<file path="src/rtl/mux_sel_sequencer.sv">
// Sweeps a 4:1 mux select through 0..3, holding each value HOLD_CYCLES cycles.
// Optional capture of the fed-back mux output is enabled by macro SEQ_CAPTURE_EN.
module mux_sel_sequencer #(
    parameter int HOLD_CYCLES = 10
) (
    input  logic       CLK,
    input  logic       RST,
    input  logic       START,
    input  logic [3:0] DATA_IN,
    input  logic       Y_IN,
    output logic       A,
    output logic       B,
    output logic       D0,
    output logic       D1,
    output logic       D2,
    output logic       D3,
    output logic [3:0] RESULT,
    output logic       BUSY,
    output logic       DONE
);

    typedef enum logic [1:0] {
        IDLE,
        RUN,
        FIN
    } state_t;

    localparam logic [7:0] HOLD_LAST = 8'(HOLD_CYCLES - 1);

    state_t     state;
    state_t     state_nxt;
    logic [7:0] hold_cnt;
    logic [1:0] sel;
    logic [3:0] data_q;
    logic [3:0] result_q;
    logic       last_hold;
    logic       accept;

    assign last_hold = (hold_cnt == HOLD_LAST);
    assign accept    = (state == IDLE) && START;

    // State register.
    always_ff @(posedge CLK) begin
        if (RST) begin
            state <= IDLE;
        end else begin
            state <= state_nxt;
        end
    end

    // Next-state: leave RUN once sel=3 has finished its hold period.
    always_comb begin
        state_nxt = state;
        unique case (state)
            IDLE: if (START) state_nxt = RUN;
            RUN:  if (last_hold && (sel == 2'd3)) state_nxt = FIN;
            FIN:  state_nxt = IDLE;
            default: state_nxt = IDLE;
        endcase
    end

    // Select/hold counter and latched data word; sel wraps 3->0 entering FIN.
    always_ff @(posedge CLK) begin
        if (RST) begin
            hold_cnt <= '0;
            sel      <= '0;
            data_q   <= '0;
        end else if (accept) begin
            hold_cnt <= '0;
            sel      <= '0;
            data_q   <= DATA_IN;
        end else if (state == RUN) begin
            if (last_hold) begin
                hold_cnt <= '0;
                sel      <= sel + 2'd1;
            end else begin
                hold_cnt <= hold_cnt + 8'd1;
            end
        end
    end

`ifdef SEQ_CAPTURE_EN
    // Capture Y_IN into RESULT[3-sel] on the final hold cycle of each select.
    always_ff @(posedge CLK) begin
        if (RST) begin
            result_q <= '0;
        end else if (accept) begin
            result_q <= '0;
        end else if ((state == RUN) && last_hold) begin
            result_q[~sel] <= Y_IN;
        end
    end
`else
    logic unused_y_in;
    assign unused_y_in = Y_IN;
    assign result_q    = 4'b0000;
`endif

    assign A      = sel[1];
    assign B      = sel[0];
    assign D0     = data_q[3];
    assign D1     = data_q[2];
    assign D2     = data_q[1];
    assign D3     = data_q[0];
    assign RESULT = result_q;
    assign BUSY   = (state == RUN);
    assign DONE   = (state == FIN);

endmodule

</file>
<file path="config.mk">
export PLATFORM = sky130hd
export DESIGN_NAME = mux_sel_sequencer
export DESIGN_NICKNAME = d
export VERILOG_FILES = /design/src/rtl/mux_sel_sequencer.sv
export SDC_FILE = /design/constraint.sdc
export NUM_CORES = 1
export LEC_CHECK = 0
export CAP_MARGIN = 20
export CORE_MARGIN = 2
export CORE_UTILIZATION = 45
export CTS_BUF_LIST = sky130_fd_sc_hd__clkbuf_8
export CTS_CLUSTER_DIAMETER = 100
export DETAILED_ROUTE_END_ITERATION = 10
export HOLD_SLACK_MARGIN = 0.03
export PLACE_DENSITY = 0.84
export SETUP_SLACK_MARGIN = 0.2
export SYNTH_ARGS = -nofsm -noshare
export SYNTH_HDL_FRONTEND = slang
export SYNTH_SLANG_ARGS = --single-unit
</file>
<file path="constraint.sdc">
create_clock -name CLK -period 1.5 [get_ports CLK]
set_input_delay 0.3 -clock CLK [delete_from_list [all_inputs] [get_ports CLK]]
set_output_delay 0.3 -clock CLK [all_outputs]
set_load 0.05 [all_outputs]
</file>
Yosys cells after proc, flatten, opt, wreduce, memory -nomap -nowiden
Index checks and enable logic that the tools add are counted.
Widths: inputs -> output; s select.
{"block": "op_classes", "n_mux": 4, "eq_ne": 6, "add_sub_neg": 2, "n_reduce_logical": 6}
{"operator": "$add 8x1->8 const B", "count": 1}
{"operator": "$eq 8x4->1 const B", "count": 1}
{"operator": "$mux 8", "count": 1}
{"operator": "$eq 2x2->1 const B", "count": 2}
{"operator": "$mux 2", "count": 2}
{"operator": "$pmux 2 s2", "count": 1}
{"operator": "$reduce_and 2->1", "count": 2}
{"operator": "$add 2x1->2 const B", "count": 1}
{"operator": "$eq 2x1->1 const B", "count": 1}
{"operator": "$logic_and 1x1->1", "count": 2}
{"operator": "$logic_not 2->1", "count": 1}
{"operator": "$ne 2x1->1 const B", "count": 1}
{"operator": "$ne 2x2->1 const B", "count": 1}
{"operator": "$reduce_or 2->1", "count": 1}
{"block": "totals", "output_inout_bits": 12, "register_bits": 16, "inputBits": 8}

Longest topological paths before layout
Gate-level depths: netlist (run 1).
{"block": "depth", "word_depth": 4, "mapped_depth": 6, "depth_no_buf": 5}

Worst setup path before layout (run 1)
Ideal clock, no wire load.
{"block": "synth_path", "path_kind": "flip-flop to flip-flop", "startpoint": "reg state[0]", "endpoint": "reg sel[0]", "arrival_time_ns": 1.420, "path_slack_ns": 0.009, "setup_time_ns": 0.072, "path_stages_with_launch": 6, "required_ns": 1.428, "cell_sequence": "dfxtp_1 > nor2b_1 > buf_2 > and4bb_1 > buf_6 > mux2i_1"}
{"item": "start: declaration", "line_no": "30", "text": "state_t state;"}
{"item": "start signal: assignment", "line_no": "47", "text": "state <= state_nxt;"}
{"item": "$eq 2x1->1"}
{"item": "net BUSY", "line_no": "18", "text": "output logic BUSY,"}
{"item": "$reduce_and 2->1 (no line)"}
{"item": "end signal: assignment", "line_no": "75", "text": "sel <= sel + 2'd1;"}
{"item": "end: declaration", "line_no": "33", "text": "logic [1:0] sel;"}
The timed path passes the listed nets, and every way through them passes these cells.
A chain may end at the register's enable or synchronous reset.

Worst setup path in the final report (run 1)
{"block": "layout_path", "startpoint": "reg hold_cnt[0]", "endpoint": "reg sel[1]"}
{"block": "layout_between", "elab_chain_len": 2}
{"item": "start: declaration", "line_no": "32", "text": "logic [7:0] hold_cnt;"}
{"item": "start signal: assignment", "line_no": "77", "text": "hold_cnt <= hold_cnt + 8'd1;"}
{"item": "$eq 8x4->1", "line_no": "39", "text": "assign last_hold = (hold_cnt == HOLD_LAST);"}
{"item": "$reduce_and 2->1 (no line)"}
Every way passes these cells.

==> impl_metrics.json, run 1 <==
{
  "seq_area_um2": 335,
  "period_minus_slack_ns": 1.37,
  "static-leakage-power_nw": 0.477,
  "hpwlAfterDp_mm": 1.37,
  "grt_pass1_wl_mm": 3.11,
  "outcome": "finished clean",
  "fin_total_pwr_mw": 1.03,
  "cts-buffers-inserted": 3,
  "setup_viol_count_final": 0,
  "route.vias.total": 719,
  "floorplan.rows": 15,
  "top_level_ports": 20,
  "final-instance-count-excl-fill": 137,
  "drt-wirelength-per-cell_um": 13.1,
  "diodes": 0,
  "rsz0062_at_grt": "yes",
  "detail_route.iter0.violations": 15,
  "multi_input_comb_area_um2": 499,
  "chipWidth_um": 46.5,
  "chipHeight_um": 46.5,
  "synthToLayoutAreaGrowth_pct": 53.0,
  "crit_path_max_fanout": 4,
  "worst-setup-path-type": "reg2reg",
  "synth_area_leaders": "sky130_fd_sc_hd__dfxtp_1, sky130_fd_sc_hd__buf_4, sky130_fd_sc_hd__ha_1",
  "critPathArrivalTime_ns": 1.55,
  "hold-worst-slack_ns": 0.497,
  "min_path_type": "reg2reg",
  "drcViolationCount": 0,
  "fp.dieArea_um2": 2170,
  "relative_contribution_of_combinational_cells_to_total_power": 0.180,
  "fillers": 111,
  "global_route.usage.total": 0.211,
  "number_of_global_route_vias_before_repair": 736,
  "clockPowerShare": 0.383,
  "min_period_over_period": 0.914,
  "distinct_cell_type_count_of_the_synthesized_netlist": 34,
  "nets_final": 124,
  "fmax_mhz": 729,
  "endpoint_kind": "flop",
  "timing.final.max_slew_violations": 0,
  "sw_frac_of_total": 0.269,
  "antenna_found_initial": 0,
  "ys_seq_elements": 16,
  "total_switching_power_mw": 0.277,
  "ys_warn_count": 0,
  "cts.sink_count": 16,
  "critical_path_cell_by_cell": "ha_4, nand4bb_1, and4bb_1, buf_6, mux2i_1",
  "deepest_level_of_the_cts_h_tree": 1,
  "core_area_um2": 1710,
  "cellInternalPower_mw": 0.754,
  "cts.root.buffer_cell": "sky130_fd_sc_hd__clkbuf_8",
  "critical_path_source_type": "flop",
  "via_per_inst": 5.25,
  "postSynthAreaPerCell_um2": 9.26,
  "largest_net_degree_at_the_start_of_global_routing": 10,
  "clk-insertion-delay-late_ns": 0.26,
  "p_per_area_nw_per_um2": 828,
  "critPathMaxStageDelay_ns": 0.39,
  "hold_viol": 0,
  "cell_type_contributing_the_most_total_cell_area_after_synthesis": "sky130_fd_sc_hd__dfxtp_1",
  "placedCellCount": 130,
  "required_ns": 1.68,
  "final_cell_area_um2": 1250,
  "cts_hold_buffers": 0,
  "netlist_area_um2": 815,
  "worst_ir_drop_vdd_uv": 905,
  "synth_sequential_area_ratio": 0.393,
  "cts_tree": "done",
  "layout_cells_sized_above_1": 0.366,
  "finalClockSkew_ns": 0.000448,
  "cpMaxStageDelayCell": "sky130_fd_sc_hd__dfxtp_4",
  "finalWirelength_mm": 1.80,
  "starting_density_of_the_core": 0.477,
  "place.gp.congestion": 0.797,
  "detail-route-antenna-nets": 0,
  "instance_area_after_placement_um2": 1120,
  "sequentialPowerShare": 0.437,
  "maxCapViolCount": 0,
  "clkTransAtPathRegs_ns": 0.06,
  "syn-instance-count": 88,
  "number_of_buffers_on_the_longest_clock_path": 2,
  "detailedRoute.firstPassIterationCount": 4,
  "leftover_overflow_at_the_end_of_global_routing": 0,
  "postLayoutCoreUtil": 0.730,
  "placement.io_buffers": 14,
  "post-synth-top-area-fraction": 0.393
}
layer usage:
metal / GRT usage / part of all wire / routed length (um)
met1: 0.229 / 0.42 / 761
met2: 0.342 / 0.49 / 886
met3: 0.0667 / 0.054 / 97
met4: 0.149 / 0.027 / 48
met5: 0 / 0 / 0
registers in the layout (all words and copies together), names as in the netlist:
name and cells:
sel 2, hold_cnt 8, state 2, data_q 4
critical path, delay by kind of cell (launching register included):
family	cells	cell delay [ns]
multiplexers	1	0.20
adder cells (fa/ha/maj)	1	0.13
buffers and inverters	1	0.13
flip-flops	1	0.39
AND/OR/NAND/NOR	2	0.44
cell usage after synthesis, drive strengths merged:
library cell and number:
inv 4, nand3 4, o31ai 1, nand4bb 1, a31oi 1, nor2b 1, nand3b 1, mux2i 2
o21ai 5, nand4 1, buf 7, nor2 3, conb 1, or3 5, or3b 1, a21oi 4
xnor2 2, or4 1, nand4b 1, and4 1, dfxtp 16, nor3b 1, nand2 10, a2111oi 1
and4bb 1, and2b 1, a211oi 5, ha 3, nor3 2, nor4 1
power groups by stage:
stage	registers, mW	logic (mW)	clock network [mW]
6_report	0.450	0.186	0.395
5_1_grt	0.452	0.197	0.415
4_1_cts	0.452	0.186	0.401
3_5_place_dp	0.463	0.168	0
3_3_place_gp	0.462	0.165	0
2_1_floorplan	0.478	0.0923	0
metrics by stage:
step                      setup WS, ns  TNS [ns]
final                            0.129         0
after global routing            0.0845         0
after CTS                        0.123         0
after detailed placement        -0.216     -2.60
after global placement          -0.211     -2.48
after floorplan                  0.211         0
cells in the final DEF, fill, tap and decap left out, types with 2 or more instances in the layout:
master,synthesis,layout
sky130_fd_sc_hd__mux2i_1,2,2
sky130_fd_sc_hd__buf_4,5,8
sky130_fd_sc_hd__nand3_1,4,4
sky130_fd_sc_hd__a21oi_1,4,4
sky130_fd_sc_hd__nor2_1,3,3
sky130_fd_sc_hd__conb_1,1,4
sky130_fd_sc_hd__dfxtp_4,0,4
sky130_fd_sc_hd__inv_1,4,3
sky130_fd_sc_hd__nor3_1,2,2
sky130_fd_sc_hd__xnor2_1,2,2
sky130_fd_sc_hd__clkbuf_8,0,4
sky130_fd_sc_hd__nand2_1,10,9
sky130_fd_sc_hd__o21ai_0,5,4
sky130_fd_sc_hd__or3_1,4,3
sky130_fd_sc_hd__dfxtp_1,16,12
sky130_fd_sc_hd__ha_1,3,2
sky130_fd_sc_hd__a211oi_2,1,4
sky130_fd_sc_hd__clkdlybuf4s50_1,0,5
sky130_fd_sc_hd__buf_12,0,9
timing repair:
item | in CTS | in global routing
buffers inserted | 3 | 0
gates resized for setup | 7 | 4
pin swaps | 4 | 2
gates cloned | 0 | 0
setup endpoints to repair | 16 | 13
cells by family after synthesis:
logic type / share of synthesized area
other cells: 0.00460
xor+xnor: 0.0215
mux: 0.0246
compound gates: 0.143
buf+inv: 0.0845
simple gates: 0.283
fa+ha+maj: 0.0461
flops: 0.393
path summary, 6_finish.rpt:
| check | slack [ns] | cells after the start | endpoint | startpoint |
|---|---|---|---|---|
| worst min register to register | 0.50 | 2 | data_q[3] | data_q[3] |
| worst min-delay path | 0.50 | 2 | data_q[3] | data_q[3] |
| worst max register to register | 0.13 | 5 | sel[1] | hold_cnt[0] |
| worst max-delay path | 0.13 | 5 | sel[1] | hold_cnt[0] |
area by class of cell:
class,count,share of cell area
timing repair buffer,24,0.249
inverter,4,0.0120
sequential,16,0.269
clock buffer,4,0.0442
multi-input combinational,64,0.401
tap,25,0.0251
Power figures use the tool's default switching activity.
==> inputs of run 2 (changes only) <==
--- a/config.mk
+++ b/config.mk
@@ -11,6 +11,7 @@
 export CTS_BUF_LIST = sky130_fd_sc_hd__clkbuf_8
 export CTS_CLUSTER_DIAMETER = 100
 export DETAILED_ROUTE_END_ITERATION = 10
+export GPL_ROUTABILITY_DRIVEN = 0
 export HOLD_SLACK_MARGIN = 0.03
 export PLACE_DENSITY = 0.84
 export SETUP_SLACK_MARGIN = 0.2
==> results of run 2 <==
No change in the layout: final DEF, timing and power equal those of run 1.
==> inputs of run 3 (changes only) <==
--- a/config.mk
+++ b/config.mk
@@ -7,13 +7,12 @@
 export LEC_CHECK = 0
 export CAP_MARGIN = 20
 export CORE_MARGIN = 2
-export CORE_UTILIZATION = 45
-export CTS_BUF_LIST = sky130_fd_sc_hd__clkbuf_8
+export CORE_UTILIZATION = 42
 export CTS_CLUSTER_DIAMETER = 100
 export DETAILED_ROUTE_END_ITERATION = 10
 export GPL_ROUTABILITY_DRIVEN = 0
 export HOLD_SLACK_MARGIN = 0.03
-export PLACE_DENSITY = 0.84
+export PLACE_DENSITY = 0.79
 export SETUP_SLACK_MARGIN = 0.2
 export SYNTH_ARGS = -nofsm -noshare
 export SYNTH_HDL_FRONTEND = slang
==> constraint.sdc (replaced) <==
create_clock -name CLK -period 1.2 [get_ports CLK]
set_input_delay 0.24 -clock CLK [delete_from_list [all_inputs] [get_ports CLK]]
set_output_delay 0.24 -clock CLK [all_outputs]
set_load 0.05 [all_outputs]
==> impl_metrics.json, run 3 (same netlist as run 1, synthesis figures left out) <==
{
  "core_area_um2": 1780,
  "endpoint_kind": "flop",
  "crit_path_max_fanout": 4,
  "instance_area_after_placement_um2": 1230,
  "number_of_global_route_vias_before_repair": 896,
  "nets_final": 146,
  "drt-wirelength-per-cell_um": 19.1,
  "deepest_level_of_the_cts_h_tree": 1,
  "detail_route.iter0.violations": 28,
  "cpMaxStageDelayCell": "sky130_fd_sc_hd__dfxtp_4",
  "setup_viol_count_final": 18,
  "floorplan.rows": 15,
  "leftover_overflow_at_the_end_of_global_routing": 0,
  "min_delay_path_depth": 2,
  "antenna_found_initial": 0,
  "timing.final.max_slew_violations": 0,
  "layout_cells_sized_above_1": 0.604,
  "top_register": "hold_cnt",
  "r2r-end": "hold_cnt[4]",
  "maxCapViolCount": 0,
  "hold_viol": 0,
  "finalWirelength_mm": 3.03,
  "sequentialPowerShare": 0.455,
  "cellInternalPower_mw": 0.864,
  "mostFrequentLayoutCells": "sky130_fd_sc_hd__buf_4, sky130_fd_sc_hd__buf_12, sky130_fd_sc_hd__nand2_1",
  "synthToLayoutAreaGrowth_pct": 86.0,
  "cts.root.buffer_cell": "sky130_fd_sc_hd__clkbuf_4",
  "cts-buffers-inserted": 3,
  "layout_commonest_cell": "sky130_fd_sc_hd__buf_4",
  "top_level_ports": 20,
  "postLayoutCoreUtil": 0.850,
  "outcome": "finished with violations",
  "fin_total_pwr_mw": 1.23,
  "critPathMaxStageDelay_ns": 0.39,
  "failed_checks": "negative setup slack",
  "cts.sink_count": 16,
  "hold_path_startpoint": "data_q[1]",
  "min_path_type": "reg2reg",
  "detail-route-antenna-nets": 0,
  "worst-setup-path-type": "reg2reg",
  "static-leakage-power_nw": 0.599,
  "detailedRoute.firstPassIterationCount": 4,
  "finalClockSkew_ns": 0.00123,
  "clk-insertion-delay-late_ns": 0.30,
  "layout_setup_ws_ns": -0.305,
  "biggestRegsByFlops": "hold_cnt: 8 flops, data_q: 4 flops",
  "finalSetupTns_ns": -2.91,
  "total_switching_power_mw": 0.367,
  "largest_net_degree_at_the_start_of_global_routing": 10,
  "p_per_area_nw_per_um2": 813,
  "critical_path_source_type": "flop",
  "chipHeight_um": 48.0,
  "starting_density_of_the_core": 0.457,
  "fp.dieArea_um2": 2310,
  "route.vias.total": 882,
  "number_of_buffers_on_the_longest_clock_path": 2,
  "timing.reg2reg.setup_slack_ns": -0.30,
  "via_per_inst": 5.55,
  "chipWidth_um": 48.0,
  "cts_tree": "done",
  "critPathArrivalTime_ns": 1.69,
  "hold_end": "data_q[1]",
  "final_cell_area_um2": 1520,
  "drcViolationCount": 0,
  "worst_ir_drop_vdd_uv": 703,
  "cts_hold_buffers": 0,
  "cp_top_family": "flip-flops",
  "max_ffs_per_register": 8,
  "fillers": 86,
  "required_ns": 1.38,
  "min_period_over_period": 1.25,
  "sw_frac_of_total": 0.299,
  "rsz0062_at_grt": "yes",
  "timing.reg2reg.worst_path_depth": 6,
  "grt_pass1_wl_mm": 4.22,
  "worst_r2r_startpoint": "hold_cnt[1]",
  "relative_contribution_of_combinational_cells_to_total_power": 0.238,
  "fmax_mhz": 664,
  "diodes": 0,
  "critical_path_buf_inv_count": 2,
  "placement.io_buffers": 14,
  "clkTransAtPathRegs_ns": 0.10,
  "global_route.usage.total": 0.276,
  "period_minus_slack_ns": 1.50,
  "clockPowerShare": 0.306,
  "critical_path_cell_by_cell": "buf_12, ha_4, nand3b_1, buf_4, o21ai_0, a211oi_2",
  "hpwlAfterDp_mm": 1.51
}
==> run 3: layout make-up <==
cell class,instances,area [um^2],share of cell area
Clock buffer,4,36.3,0.0239
Inverter,4,17.5,0.0116
Multi-Input combinational cell,64,588,0.388
Sequential cell,16,348,0.230
Tap cell,25,31.3,0.0206
Timing Repair Buffer,46,494,0.326
==> run 3: worst max-delay path by stage <==
stage | from | to | cells after the start
5_1_grt | hold_cnt[1] | hold_cnt[4] | 6
4_1_cts | hold_cnt[1] | state[1] | 6
3_3_place_gp | START | hold_cnt[3] | 4
2_1_floorplan | state[1] | hold_cnt[7] | 3
3_5_place_dp | START | hold_cnt[4] | 4
6_report | hold_cnt[1] | hold_cnt[4] | 6
==> run 3: what timing repair did <==
item                                    4_1_cts  5_1_grt
pin swaps                                     5        4
gates cloned                                  0        0
buffers inserted                              6        8
endpoints found under the setup margin       24       24
gates resized for setup                      23       12
hold endpoints to repair                      0        0
==> run 3: power by group through the flow <==
stage / Combinational [mW] / Clock [mW] / Sequential, mW
after floorplan: 0.127 / 0 / 0.600
after global placement: 0.219 / 0 / 0.581
after detailed placement: 0.222 / 0 / 0.582
after CTS: 0.243 / 0.371 / 0.566
after global routing: 0.306 / 0.394 / 0.563
final: 0.293 / 0.377 / 0.561
==> run 3: worst min-delay path: stages (launching register included) <==
cell and delay (ns):
sky130_fd_sc_hd__dfxtp_2 0.35, sky130_fd_sc_hd__nand2_1 0.07, sky130_fd_sc_hd__a21oi_2 0.05
==> run 3: per-layer routing <==
layer	track usage	part of all wire
met1	0.345	0.41
met5	0	0
met4	0.114	0.019
met2	0.427	0.52
met3	0.102	0.056
==> run 3: per-stage QoR <==
step | setup WS, ns | hold slack [ns] | std cells
3_3_place_gp | -0.406 | 0.482 | 141
5_1_grt | -0.367 | 0.498 | 159
6_report | -0.305 | 0.491 | 159
3_5_place_dp | -0.430 | 0.482 | 141
4_1_cts | -0.220 | 0.476 | 151
2_1_floorplan | -0.0766 | 0.309 | 91
